## src/rtl/med_stream_filter.sv

```systemverilog
// Streaming 3-tap sliding-window median filter with valid/ready handshakes.
// Taps feed a compare stage, which feeds a median-select stage.
module med_stream_filter #(
    parameter int DW   = 8,
    parameter bit EDGE = 1'b0
) (
    input  logic          clk,
    input  logic          rst,
    input  logic          flush,
    input  logic          in_valid,
    output logic          in_ready,
    input  logic [DW-1:0] in_data,
    output logic          out_valid,
    input  logic          out_ready,
    output logic [DW-1:0] out_data,
    output logic [1:0]    win_cnt
);

    logic          adv_s;
    logic          accept_s;
    logic          seed_s;
    logic [1:0]    cnt_next_s;
    logic [DW-1:0] t0_r, t1_r, t2_r;
    logic          tv_r;
    logic [DW-1:0] a_r, b_r, c_r;
    logic          ab_r, bc_r, ac_r;
    logic          v1_r;

    function automatic logic [DW-1:0] med_sel(
        input logic [DW-1:0] a,
        input logic [DW-1:0] b,
        input logic [DW-1:0] c,
        input logic          ab,
        input logic          bc,
        input logic          ac
    );
        if (ab == bc) begin
            return b;
        end else if (ab != ac) begin
            return a;
        end else begin
            return c;
        end
    endfunction

    assign adv_s    = !out_valid || out_ready;
    assign in_ready = adv_s && !flush && !rst;
    assign accept_s = in_valid && in_ready;
    assign seed_s   = EDGE && (win_cnt == 2'd0);

    // Window fill count after a potential accept.
    always_comb begin
        cnt_next_s = win_cnt;
        if (seed_s) begin
            cnt_next_s = 2'd3;
        end else if (win_cnt == 2'd3) begin
            cnt_next_s = 2'd3;
        end else begin
            cnt_next_s = win_cnt + 2'd1;
        end
    end

    // Tap shift register, fill count and "window ready" flag (tv_r).
    always_ff @(posedge clk) begin
        if (rst) begin
            t0_r    <= {DW{1'b0}};
            t1_r    <= {DW{1'b0}};
            t2_r    <= {DW{1'b0}};
            win_cnt <= 2'd0;
            tv_r    <= 1'b0;
        end else if (flush) begin
            win_cnt <= 2'd0;
            tv_r    <= 1'b0;
        end else if (adv_s) begin
            if (accept_s) begin
                if (seed_s) begin
                    t0_r <= in_data;
                    t1_r <= in_data;
                    t2_r <= in_data;
                end else begin
                    t0_r <= in_data;
                    t1_r <= t0_r;
                    t2_r <= t1_r;
                end
                win_cnt <= cnt_next_s;
                tv_r    <= (cnt_next_s == 2'd3);
            end else begin
                tv_r <= 1'b0;
            end
        end else begin
            tv_r <= tv_r;
        end
    end

    // Stage 1: capture the window and its pairwise compares.
    always_ff @(posedge clk) begin
        if (rst) begin
            a_r  <= {DW{1'b0}};
            b_r  <= {DW{1'b0}};
            c_r  <= {DW{1'b0}};
            ab_r <= 1'b0;
            bc_r <= 1'b0;
            ac_r <= 1'b0;
            v1_r <= 1'b0;
        end else if (flush) begin
            v1_r <= 1'b0;
        end else if (adv_s) begin
            a_r  <= t0_r;
            b_r  <= t1_r;
            c_r  <= t2_r;
            ab_r <= (t0_r >= t1_r);
            bc_r <= (t1_r >= t2_r);
            ac_r <= (t0_r >= t2_r);
            v1_r <= tv_r;
        end else begin
            v1_r <= v1_r;
        end
    end

    // Stage 2: select the median; data only moves when a new result arrives.
    always_ff @(posedge clk) begin
        if (rst) begin
            out_valid <= 1'b0;
            out_data  <= {DW{1'b0}};
        end else if (flush) begin
            out_valid <= 1'b0;
        end else if (adv_s) begin
            out_valid <= v1_r;
            if (v1_r) begin
                out_data <= med_sel(a_r, b_r, c_r, ab_r, bc_r, ac_r);
            end else begin
                out_data <= out_data;
            end
        end else begin
            out_valid <= out_valid;
        end
    end

endmodule

```

## config.mk

```make
export PLATFORM = sky130hd
export DESIGN_NAME = med_stream_filter
export DESIGN_NICKNAME = d
export VERILOG_FILES = /design/src/rtl/med_stream_filter.sv
export SDC_FILE = /design/constraint.sdc
export NUM_CORES = 1
export LEC_CHECK = 0
export ABC_CLOCK_PERIOD_IN_PS = 1800
export CAP_MARGIN = 20
export CORE_UTILIZATION = 30
export DETAILED_ROUTE_END_ITERATION = 8
export PLACE_DENSITY_LB_ADDON = 0.2
export SLEW_MARGIN = 15
export SYNTH_ARGS = -nofsm -noshare
export SYNTH_HDL_FRONTEND = slang
export SYNTH_SLANG_ARGS = --single-unit
```

## constraint.sdc

```tcl
create_clock -name clk -period 1.8 [get_ports clk]
set_clock_uncertainty 0.05 [all_clocks]
set_input_delay 0.45 -clock clk [delete_from_list [all_inputs] [get_ports clk]]
set_output_delay 0.45 -clock clk [all_outputs]
set_load 0.02 [all_outputs]
```

**Word level (Yosys, flattened, before mapping)**

Index checks and enable logic that the tools add are counted.

- Add/subtract/negate cells: 1
- $lt $le $gt $ge: 3
- Equal/unequal tests: 4
- Muxes and demuxes: 4
- Bitwise gates (word level): 1
- Reduce and logical (&&, ||, !) cells: 12

Operators by type and width:

| operator | number |
|---|---|
| $ge A8 B8 Y1 | 3 |
| $mux W8 | 2 |
| $reduce_and A3 Y1 | 2 |
| $eq A2 B2 Y1 const B | 2 |
| $reduce_and A2 Y1 | 2 |
| $logic_and A1 B1 Y1 | 3 |
| $logic_not A1 Y1 | 3 |
| $add A2 B1 Y2 const B | 1 |
| $mux W2 | 1 |
| $reduce_or A2 Y1 | 1 |
| $eq A1 B1 Y1 | 1 |
| $logic_or A1 B1 Y1 | 1 |
| $mux W1 | 1 |
| $ne A1 B1 Y1 | 1 |
| $not A1 Y1 | 1 |

- Register bits after elaboration: 64
- Input port bits: 13
- Output and inout port bits: 12
- Word-level logic and storage cells: 39

**Depth between registers and ports, before layout**

Gate-level depths: netlist of the first run.

- Depth after elaboration: 6
- Mapped depth: 7
- Depth with buffers taken out: 6

**Least setup slack after synthesis of the first run**

OpenSTA, ideal clock, no wires.

- Kind: input to output
- Start point: input rst
- End point: output in_ready
- Data arrival time: 1.299 ns
- Required time: 1.300 ns
- Slack: 0.001 ns
- Stages: 4
- Path buffers: 2
- Cells stage by stage: buf_2 -> or2_1 -> clkbuf_1 -> nor2_1

- Word-level cells in the longest chain between the ends: 2

Ends and longest elaborated chain:

| element | line | source |
|---|---|---|
| from (decl) | 8 | `input logic rst,` |
| $logic_not A1 Y1 | 47 | `assign in_ready = adv_s && !flush && !rst;` |
| $logic_and A1 B1 Y1 | 47 |  |
| to (decl) | 11 | `output logic in_ready,` |

Every way passes these cells.

**Worst setup path after layout of the first run**

- Start point: register t1_r[0]
- End point: register bc_r

- Word-level cells in the longest chain between the ends: 1

Ends and longest elaborated chain:

| element | line | source |
|---|---|---|
| from (decl) | 23 | `logic [DW-1:0] t0_r, t1_r, t2_r;` |
| from (signal assigned) | 67 | `t1_r <= {DW{1'b0}};` |
| from (signal assigned) | 78 | `t1_r <= in_data;` |
| from (signal assigned) | 82 | `t1_r <= t0_r;` |
| $ge A8 B8 Y1 | 112 | `bc_r <= (t1_r >= t2_r);` |
| to (signal assigned) | 112 |  |
| to (decl) | 26 | `logic ab_r, bc_r, ac_r;` |

Every way passes these cells.
A chain may end at the register's enable or synchronous reset.

==> results of run 1 <==
==> area by class of cell <==
type                            count  area, µm²  share of cell area, %
Clock buffer                        9      123.9                  3.374
Clock inverter                      7      72.57                  1.977
Inverter                           20      75.07                  2.045
Multi-Input combinational cell    243       1520                  41.41
Sequential cell                    64       1281                  34.90
Tap cell                          129      161.4                  4.397
Timing Repair Buffer               47      436.7                  11.90
==> critical path: cells and delay by family, from the launching register on <==
family                     cells  cell delay [ns]
adders and majority gates      1             0.28
buffers and inverters          1             0.07
DFF                            1             0.33
and+or+nand+nor                1             0.14
AOI/OAI and AO/OA              3             0.76
==> layer usage <==
layer / up-vias / global-route usage, % / share of wire (%)
met2: 36 / 18.42 / 41
li1: 1261 / - / -
met4: 0 / 5.017 / 1.2
met3: 7 / 3.313 / 2.1
met1: 1025 / 19.79 / 56
met5: - / 0 / 0
==> repair_timing <==
action | CTS | global route
gates resized for setup | 11 | 9
buffers inserted | 0 | 0
pin swaps | 2 | 1
setup endpoints to repair | 4 | 9
==> cell usage in the layout (no fill, tap or decap), types with 2 or more instances in the layout <==
cell type        synthesis  routed
nand2b_1                 5       5
ha_1                    24      24
o31ai_1                 16      16
buf_4                    0      22
nor2_2                   1       2
a21o_1                   2       2
o21ai_0                  6       6
and3_1                   2       2
dfxtp_1                 64      64
nand3b_1                 8       8
mux2i_1                  8       8
o22ai_1                  2       2
inv_1                   20      20
a21oi_2                  4       4
clkinv_4                 0       2
clkinv_2                 0       2
nor2_1                  14      13
a21oi_1                 38      38
dlymetal6s2s_1           0       8
clkinvlp_4               0       2
a22o_1                   9       9
nand3_1                  3       3
dlygate4sd2_1            0       4
clkbuf_8                 0       9
nand2_1                 86      86
a2111oi_0                2       2
clkdlybuf4s50_1          0      10
o31a_1                   2       2
==> synthesized netlist by cell type, types with 3 or more instances <==
library cell	instances	area, µm²
mux2i_1	8	80.08
nand3b_1	8	60.06
ha_1	24	300.3
o31ai_1	16	120.1
nand2_1	86	322.8
a21oi_1	38	190.2
clkbuf_1	7	26.28
nand3_1	3	15.01
buf_2	11	55.05
a21oi_2	4	35.03
o21ai_0	6	30.03
dfxtp_1	64	1281
nand2b_1	5	31.28
nor2_1	14	52.55
inv_1	20	75.07
a22o_1	9	78.83
==> through the flow <==
step / total power (W) / setup slack (ns) / setup TNS, ns
floorplan: 0.001891 / 0.0005059 / 0
global placement: 0.002020 / -0.5766 / -8.518
detailed placement: 0.002025 / -0.5757 / -9.073
CTS: 0.003261 / 0.01078 / 0
global route: 0.003397 / 0.004653 / 0
finish: 0.003203 / 0.03670 / 0
==> cells by family after synthesis <==
family                     share of synthesized area, %
and+or+nand+nor                                   17.94
AOI/OAI and AO/OA                                 18.87
DFF                                               43.23
buffers and inverters                             5.656
adders and majority gates                         10.13
muxes                                             2.702
xor gates and xnor gates                          1.478
==> registers in the layout, summed over array words and instances (netlist names), 2 cells and up <==
signal	count
a_r	8
b_r	8
c_r	8
out_data	8
t0_r	8
t1_r	8
t2_r	8
win_cnt	2
==> worst paths after layout <==
path / from / to / slack, ns / depth (start not counted)
setup reg to reg: t1_r[0] / bc_r / 0.04 / 6
setup / recovery: t1_r[0] / bc_r / 0.04 / 6
hold reg to reg: c_r[6] / c_r[6] / 0.40 / 2
hold / removal: c_r[6] / c_r[6] / 0.40 / 2
==> report_power, final <==
part           internal (W)  switching [W]
Clock              0.000638       0.000581
Combinational      0.000225       0.000260
Sequential          0.00145      0.0000465
==> metrics.yaml, run 1 <==
grt:
  grt_pass1_wl_mm: 10.53
  antenna_found_initial: 0
  gr-total-overflow: 0
  track_usage_pct: 13.36
  grt_max_degree: 55
  grt_pass1_vias: 2128
sta:
  fin_crit_sh_pct: 97.96
  setup_viol: 0
  slew-limit-headroom_pct: 61.29
  hold_violations: 0
  holdWs_ns: 0.4048
  max_slew.worst_pin.slew_ns: 0.5806
  period_minus_slack_ns: 1.763
  max_freq_mhz: 567.1
  slew_violations: 0
  rsz0062_at_grt: "false"
job:
  drv_cap: 0
routing:
  wl_mm: 6.331
  vias: 2329
  routed_via_density: 4.487
  drt_drc_violations_left: 0
  drtPass1Iterations: 4
  drt-initial-drc-count: 115
  antenna_left: 0
  wl_per_cell_um: 12.20
power_and_ir_drop:
  leakagePower_nw: 1.581
  power_density_mw_per_mm2: 872.6
  peakVddDrop_mv: 0.2834
finish:
  drive_gt1_share_pct: 13.08
  nets: 422
  final_core_util_pct: 38.99
  n_antenna_cell: 0
  instances_no_fill: 519
  n_fill_cell: 999
  finalInstanceArea_mm2: 0.003671
  syn_to_final_growth_pct: 23.85
place:
  hpwl_mm: 4.381
  dp.cells: 503
  dpl-instance-area_mm2: 0.003453
  io_buffer_count: 24
  gp_congestion: 0.7714
logic_synthesis:
  ys.flop_type: "dfxtp_1"
  yosysSeqAreaShare_pct: 43.22
  ys_seq_elements: 64
  syn_nets: 383
  synth-edff-count: 0
  yosysWarnings: 0
  synth_area_mm2: 0.002964
  avgSynthCellArea_um2: 8.567
  async_flop_share_pct: 0
  syn_inst: 346
  synth_cell_types: 33
die:
  core_area_mm2: 0.009415
  die_x_um: 101.4
  start_util_pct: 31.48
  num_rows: 35
  fp.dieH_um: 101.4
  die_area_mm2: 0.01028
  io_pins: 25
worst_setup_path:
  cp_cell_sequence: "inv_1 > ha_1 > nand2b_1 > a2111oi_0 > a211o_1 > a21oi_1"
  cp-end-kind: "flip-flop"
  critPathRequiredTime_ns: 1.97
  cpMaxStageDelayCell: "a2111oi_0"
  cp-start-kind: "flip-flop"
  cp_max_fo: 3
  cp.arrival_ns: 1.93
  slowest_delay_ns: 0.50
  criticalPathCategory: "reg2reg"
cts:
  cts.path.max_buffers: 2
  cts_tree: "built"
  clock-sinks: 64
  hold_buffers: 0
  numCtsBuffers: 9
  clk_pin_slew_ns: 0.08
  cts-htree-levels: 3
  cts_root_buf: "clkbuf_8"
  insertion_delay_ns: 0.34
status:
  status: "finished, final reports clean"
worst_hold_path:
  min_path_type: "reg2reg"
Power figures use the tool's default switching activity.
==> run 2: changes to the inputs <==
--- a/config.mk
+++ b/config.mk
@@ -7,6 +7,7 @@
 export LEC_CHECK = 0
 export ABC_CLOCK_PERIOD_IN_PS = 1800
 export CAP_MARGIN = 20
+export CORE_ASPECT_RATIO = 1.1
 export CORE_UTILIZATION = 30
 export DETAILED_ROUTE_END_ITERATION = 8
 export PLACE_DENSITY_LB_ADDON = 0.2
==> run 2 against run 1 <==
  * Global-route usage is 0.29 points lower
  * Sequential power hardly changed
  * Hold slack hardly changed
  * First-iteration DRC count is 7.8% higher
  * Wire length is 1.3% lower
  * Worst setup slack better by 0.032 ns
  * Non-clock buffer count stayed put
  * Combinational power is 1% higher
  * Cell area is 0.14% lower
  * Die area hardly changed
  * Critical path type is now in2out
  * Critical endpoint is now in_ready
  * Largest cell class unchanged
  * Largest power group unchanged
==> metrics.yaml, run 2 (synthesis results as in run 1) <==
cts:
  cts.path.max_buffers: 2  # unchanged
  cts-htree-levels: 3  # unchanged
  cts_tree: "built"
  cts_root_buf: "clkbuf_8"
  numCtsBuffers: 9  # unchanged
  clock-sinks: 64  # unchanged
  insertion_delay_ns: 0.35  # about the same
  clk_pin_slew_ns: 0.07  # about the same
worst_setup_path:
  cp_num_buf_inv: 2  # +1
  critPathRequiredTime_ns: 1.30  # -0.67 ns
  r2r_slack_ns: 0.10  # +0.06 ns
  cpMaxStageDelayCell: "clkdlybuf4s50_1"
  slowest_delay_ns: 0.48  # -0.02 ns
  cp_max_fo: 2  # -1
  cp_cell_sequence: "clkdlybuf4s50_1 > nor2b_2 > nor2_2 > buf_6"
  cp.arrival_ns: 1.23  # -0.70 ns
  cp-start-kind: "input port"
  criticalPathCategory: "in2out"
  cp_top_family: "buffers and inverters"
  cp-end-kind: "output pin"
routing:
  drt_drc_violations_left: 0  # unchanged
  wl_mm: 6.249  # -1.3%
  wl_per_cell_um: 12.33  # +1.0%
  vias: 2332  # +0.13%
  drt-initial-drc-count: 124  # +7.8%
  drtPass1Iterations: 4  # unchanged
  antenna_left: 0  # unchanged
  routed_via_density: 4.600  # +2.5%
power_and_ir_drop:
  switchingPower_w: 0.0008800  # -0.89%
  seq_power_share_pct: 45.8  # -1.0 points
  power_w: 0.003271  # +2.1%
  clkPwrFrac_pct: 39.2  # +1.1 points
  peakVddDrop_mv: 0.4832  # +70%
  pwr-share-comb_pct: 15.0  # -0.2 points
  power_density_mw_per_mm2: 892.2  # +2.2%
  p_sw_share_pct: 26.90  # -0.81 points
  p_int_w: 0.002391  # +3.3%
  leakagePower_nw: 1.565  # -1.1%
sta:
  fin_tns_setup_ns: 0  # unchanged
  slew-limit-headroom_pct: 60.13  # -1.2 points
  period_minus_slack_ns: 1.731  # -0.03214 ns
  rsz0062_at_grt: "false"
  max_slew.worst_pin.slew_ns: 0.5980  # +0.01742 ns
  setup_viol: 0  # unchanged
  fin_crit_sh_pct: 96.18  # -1.8 points
  slew_violations: 0  # unchanged
  hold_violations: 0  # unchanged
  max_freq_mhz: 577.6  # +1.9%
place:
  hpwl_mm: 4.307  # -1.7%
  gp_congestion: 0.7202  # -6.6%
  io_buffer_count: 24  # unchanged
  dp.cells: 489  # -2.8%
die:
  fp.dieH_um: 106.3  # +4.8%
  die_area_mm2: 0.01028  # about the same
  start_util_pct: 31.23  # -0.25 points
  num_rows: 37  # +5.7%
  io_pins: 25  # unchanged
  core_area_mm2: 0.009490  # +0.80%
  die_x_um: 96.78  # -4.6%
job:
  drv_cap: 0  # unchanged
finish:
  n_antenna_cell: 0  # unchanged
  instances_no_fill: 507  # -2.3%
  layout_commonest_cell: "nand2_1"
  final_core_util_pct: 38.63  # -0.36 points
  syn_to_final_growth_pct: 23.68
  layout_common_cells: "nand2_1, dfxtp_1, a21oi_1"
  drive_gt1_share_pct: 13.33  # +0.26 points
  nets: 422  # unchanged
grt:
  gr-total-overflow: 0  # unchanged
  grt_pass1_vias: 2191  # +3.0%
  grt_max_degree: 55  # unchanged
  grt_pass1_wl_mm: 10.63  # +0.92%
  track_usage_pct: 13.08  # -0.29 points
  antenna_found_initial: 0  # unchanged
worst_hold_path:
  min_path_type: "reg2reg"
status:
  status: "finished, final reports clean"
[run 2: cell type report]
class | count | area (µm²)
Tap cell | 117 | 146.4
Clock inverter | 5 | 55.05
Inverter | 20 | 75.07
Timing Repair Buffer | 47 | 429.2
Sequential cell | 64 | 1282
Multi-Input combinational cell | 243 | 1526
Clock buffer | 11 | 151.4
Fill cell | 951 | 5824
[run 2: what timing repair did]
action | CTS | global route
setup endpoints to repair | 6 | 16
gates resized for setup | 13 | 9
endpoints found under the hold margin | 0 | 0
pin swaps | 2 | 1
buffers inserted | 2 | 0
hold buffers | 0 | 0
[run 2: final timing paths]
kind,start,endpoint,cells after the start
worst max-delay path,out_ready,in_ready,4
worst min-delay path,t2_r[5],c_r[5],2
worst max register to register,t1_r[5],ab_r,6
worst min register to register,t2_r[5],c_r[5],2
[run 2: metal layers]
metal / wire length [µm] / part of all wire [%] / GRT usage [%] / vias up
met3: 199 / 3.2 / 2.893 / 10
met1: 3339 / 53 / 17.90 / 1030
met5: 0 / 0 / 0 / -
li1: - / - / - / 1259
met4: 136 / 2.2 / 7.356 / 0
met2: 2574 / 41 / 18.91 / 33
[run 2: per-stage QoR]
stage	instance area (µm²)	setup WS [ns]	hold WS, ns
after CTS	3641	0.0007815	0.4052
after global placement	3423	-0.5761	0.3912
final	3666	0.06883	0.4045
after global routing	3666	0.004310	0.4254
after floorplan	2964	0.0005059	0.3819
after detailed placement	3423	-0.6007	0.3941
[run 2: power by group through the flow]
| stage | Sequential, W | Combinational [W] | Clock, W |
|---|---|---|---|
| floorplan | 0.00152 | 0.000368 | 0 |
| global placement | 0.00153 | 0.000493 | 0 |
| finish | 0.00150 | 0.000492 | 0.00128 |
| CTS | 0.00150 | 0.000501 | 0.00132 |
| detailed placement | 0.00153 | 0.000496 | 0 |
| global route | 0.00150 | 0.000548 | 0.00139 |
[run 2: worst min-delay path, stage by stage, from the launching register on]
cell and delay, ns:
dfxtp_1 0.31, nand2_1 0.05, a21oi_1 0.05
==> run 3: changes to the inputs <==
--- a/config.mk
+++ b/config.mk
@@ -8,7 +8,7 @@
 export ABC_CLOCK_PERIOD_IN_PS = 1800
 export CAP_MARGIN = 20
 export CORE_ASPECT_RATIO = 1.1
-export CORE_UTILIZATION = 30
+export CORE_UTILIZATION = 31
 export DETAILED_ROUTE_END_ITERATION = 8
 export PLACE_DENSITY_LB_ADDON = 0.2
 export SLEW_MARGIN = 15
==> run 3 against run 2 <==
  * Total power is 6.8% higher
  * Largest cell class unchanged
  * Clock power is 17% higher
  * Sequential power hardly changed
  * Via count is 0.17% lower
  * Worst setup slack worse by 0.036 ns
  * Core utilization is 1.1 points higher
  * Global-route usage is 0.73 points higher
  * Register-to-register slack hardly changed
  * Critical path type unchanged
  * Cell area is 0.96% higher
  * Highest routed layer unchanged
==> metrics.yaml, run 3 (synthesis results as in run 1) <==
power_and_ir_drop:
  power_density_mw_per_mm2: 944.1  # +5.8%
  leakagePower_nw: 1.579  # +0.95%
  power_w: 0.003494  # +6.8%
  peakVddDrop_mv: 0.3999  # -17%
grt:
  busiest_layer: "met2"
  grt_util_met2_pct: 19.39  # +0.47 points
  grt_pass1_wl_mm: 10.63  # about the same
  grt_max_degree: 55  # unchanged
  antenna_found_initial: 0  # unchanged
  gr-total-overflow: 0  # unchanged
  track_usage_pct: 13.80  # +0.73 points
  use_met1_pct: 19.30  # +1.4 points
  use_met3_pct: 2.402  # -0.49 points
  grt_pass1_vias: 2215  # +1.1%
routing:
  drtPass1Iterations: 4  # unchanged
  wl_mm: 6.242  # -0.11%
  drt-initial-drc-count: 110  # -11%
  vias: 2328  # -0.17%
  wl_per_cell_um: 12.34  # about the same
  routed_via_density: 4.601  # about the same
  drt_drc_violations_left: 0  # unchanged
  antenna_left: 0  # unchanged
cts:
  cts_root_buf: "clkbuf_8"
  clk_pin_slew_ns: 0.08  # about the same
  insertion_delay_ns: 0.34  # about the same
  cts-htree-levels: 3  # unchanged
  cts_tree: "built"
  numCtsBuffers: 9  # unchanged
  cts.path.max_buffers: 2  # unchanged
  clock-sinks: 64  # unchanged
place:
  hpwl_mm: 4.309  # about the same
  dpl-instance-area_mm2: 0.003423  # unchanged
  gp_congestion: 0.7289  # +1.2%
  io_buffer_count: 24  # unchanged
  dp.cells: 489  # unchanged
finish:
  nets: 421  # -0.24%
  syn_to_final_growth_pct: 24.86
  drive_gt1_share_pct: 13.37  # +0.034 points
  finalInstanceArea_mm2: 0.003701  # +0.96%
  instances_no_fill: 506  # -0.20%
  layout_common_cells: "nand2_1, dfxtp_1, a21oi_1"
  layout_commonest_cell: "nand2_1"
  n_antenna_cell: 0  # unchanged
sta:
  slew_violations: 0  # unchanged
  max_slew.worst_pin.slew_ns: 0.5848  # -0.01319 ns
  slew-limit-headroom_pct: 61.01  # +0.88 points
  max_freq_mhz: 565.9  # -2.0%
  period_minus_slack_ns: 1.767  # +0.03591 ns
  hold_violations: 0  # unchanged
  setup_viol: 0  # unchanged
  holdWs_ns: 0.3983  # -0.006218 ns
  fin_crit_sh_pct: 98.17  # +2.0 points
  rsz0062_at_grt: "false"
die:
  die_area_mm2: 0.009957  # -3.2%
  num_rows: 37  # unchanged
  io_pins: 25  # unchanged
  core_area_mm2: 0.009305  # -2.0%
  die_x_um: 95.23  # -1.6%
  fp.dieH_um: 104.6  # -1.6%
  start_util_pct: 31.85  # +0.62 points
worst_setup_path:
  cp-end-kind: "output pin"
  cp_top_family: "buffers and inverters"
  cp_cell_sequence: "clkdlybuf4s50_1 > nor2b_2 > nor2_2 > buf_6"
  slowest_delay_ns: 0.49  # about the same
  critPathRequiredTime_ns: 1.30  # about the same
  cpMaxStageDelayCell: "clkdlybuf4s50_1"
  cp_num_buf_inv: 2  # unchanged
  criticalPathCategory: "in2out"
  cp_max_fo: 2  # unchanged
  cp.arrival_ns: 1.27  # +0.04 ns
  cp-start-kind: "input port"
status:
  status: "finished, final reports clean"
worst_hold_path:
  min_path_type: "reg2reg"
job:
  drv_cap: 0  # unchanged
## run 3: cell count changes in the layout (fill, tap and decap cells not counted)
cell	change
dfxtp_2	+1
clkinvlp_4	-1
dfxtp_1	-1
clkinv_2	-1
buf_6	+1
clkinv_4	+2
bufinv_16	+2
buf_4	-2
clkbuf_8	-2
## run 3: what timing repair did
| item | CTS | global route |
|---|---|---|
| buffers inserted | 1 | 0 |
| hold endpoints to repair | 0 | 0 |
| setup endpoints to repair | 6 | 15 |
| gates cloned | 0 | 0 |
| hold buffers | 0 | 0 |
| resized for setup | 13 | 11 |
| pin swaps | 2 | 1 |
## run 3: tightest hold or removal path, stage by stage, from the launching register on
cell	delay, ns
dfxtp_1	0.32
nand2_1	0.05
a21oi_1	0.05
## run 3: cell type report
class                           count  area, µm²
Tap cell                          117      146.4
Timing Repair Buffer               46      425.4
Inverter                           20      75.07
Sequential cell                    64       1284
Fill cell                         967       5604
Multi-Input combinational cell    243       1526
Clock buffer                        9      123.9
Clock inverter                      7      120.1
## run 3: power breakdown
group          total [W]  switching (W)  internal, W
logic           0.000493       0.000265     0.000227
clock network    0.00150       0.000582     0.000921
registers        0.00150      0.0000455      0.00145
## run 3: final timing paths
kind              from       end  slack [ns]  cells past startpoint
max          out_ready  in_ready        0.03                      4
min            t2_r[2]    c_r[2]        0.40                      2
max reg2reg    t1_r[7]      ab_r        0.11                      6
min reg2reg    t2_r[2]    c_r[2]        0.40                      2
## run 3: routing by layer
| metal | vias to the layer above | wire (µm) | part of all wire, % |
|---|---|---|---|
| li1 | 1261 | - | - |
| met1 | 1018 | 3330 | 53 |
| met2 | 36 | 2572 | 41 |
| met3 | 13 | 155 | 2.5 |
| met4 | 0 | 184 | 2.9 |
| met5 | - | 0 | 0 |
## run 3: metrics by stage
step / util (%) / setup TNS [ns] / setup slack [ns]
5_1_grt: 39.77 / 0 / 0.004519
4_1_cts: 39.45 / 0 / 0.0001119
3_3_place_gp: 36.79 / -9.879 / -0.5831
2_1_floorplan: - / 0 / 0.0005059
3_5_place_dp: 36.79 / -11.03 / -0.5915
6_report: 39.77 / 0 / 0.03293
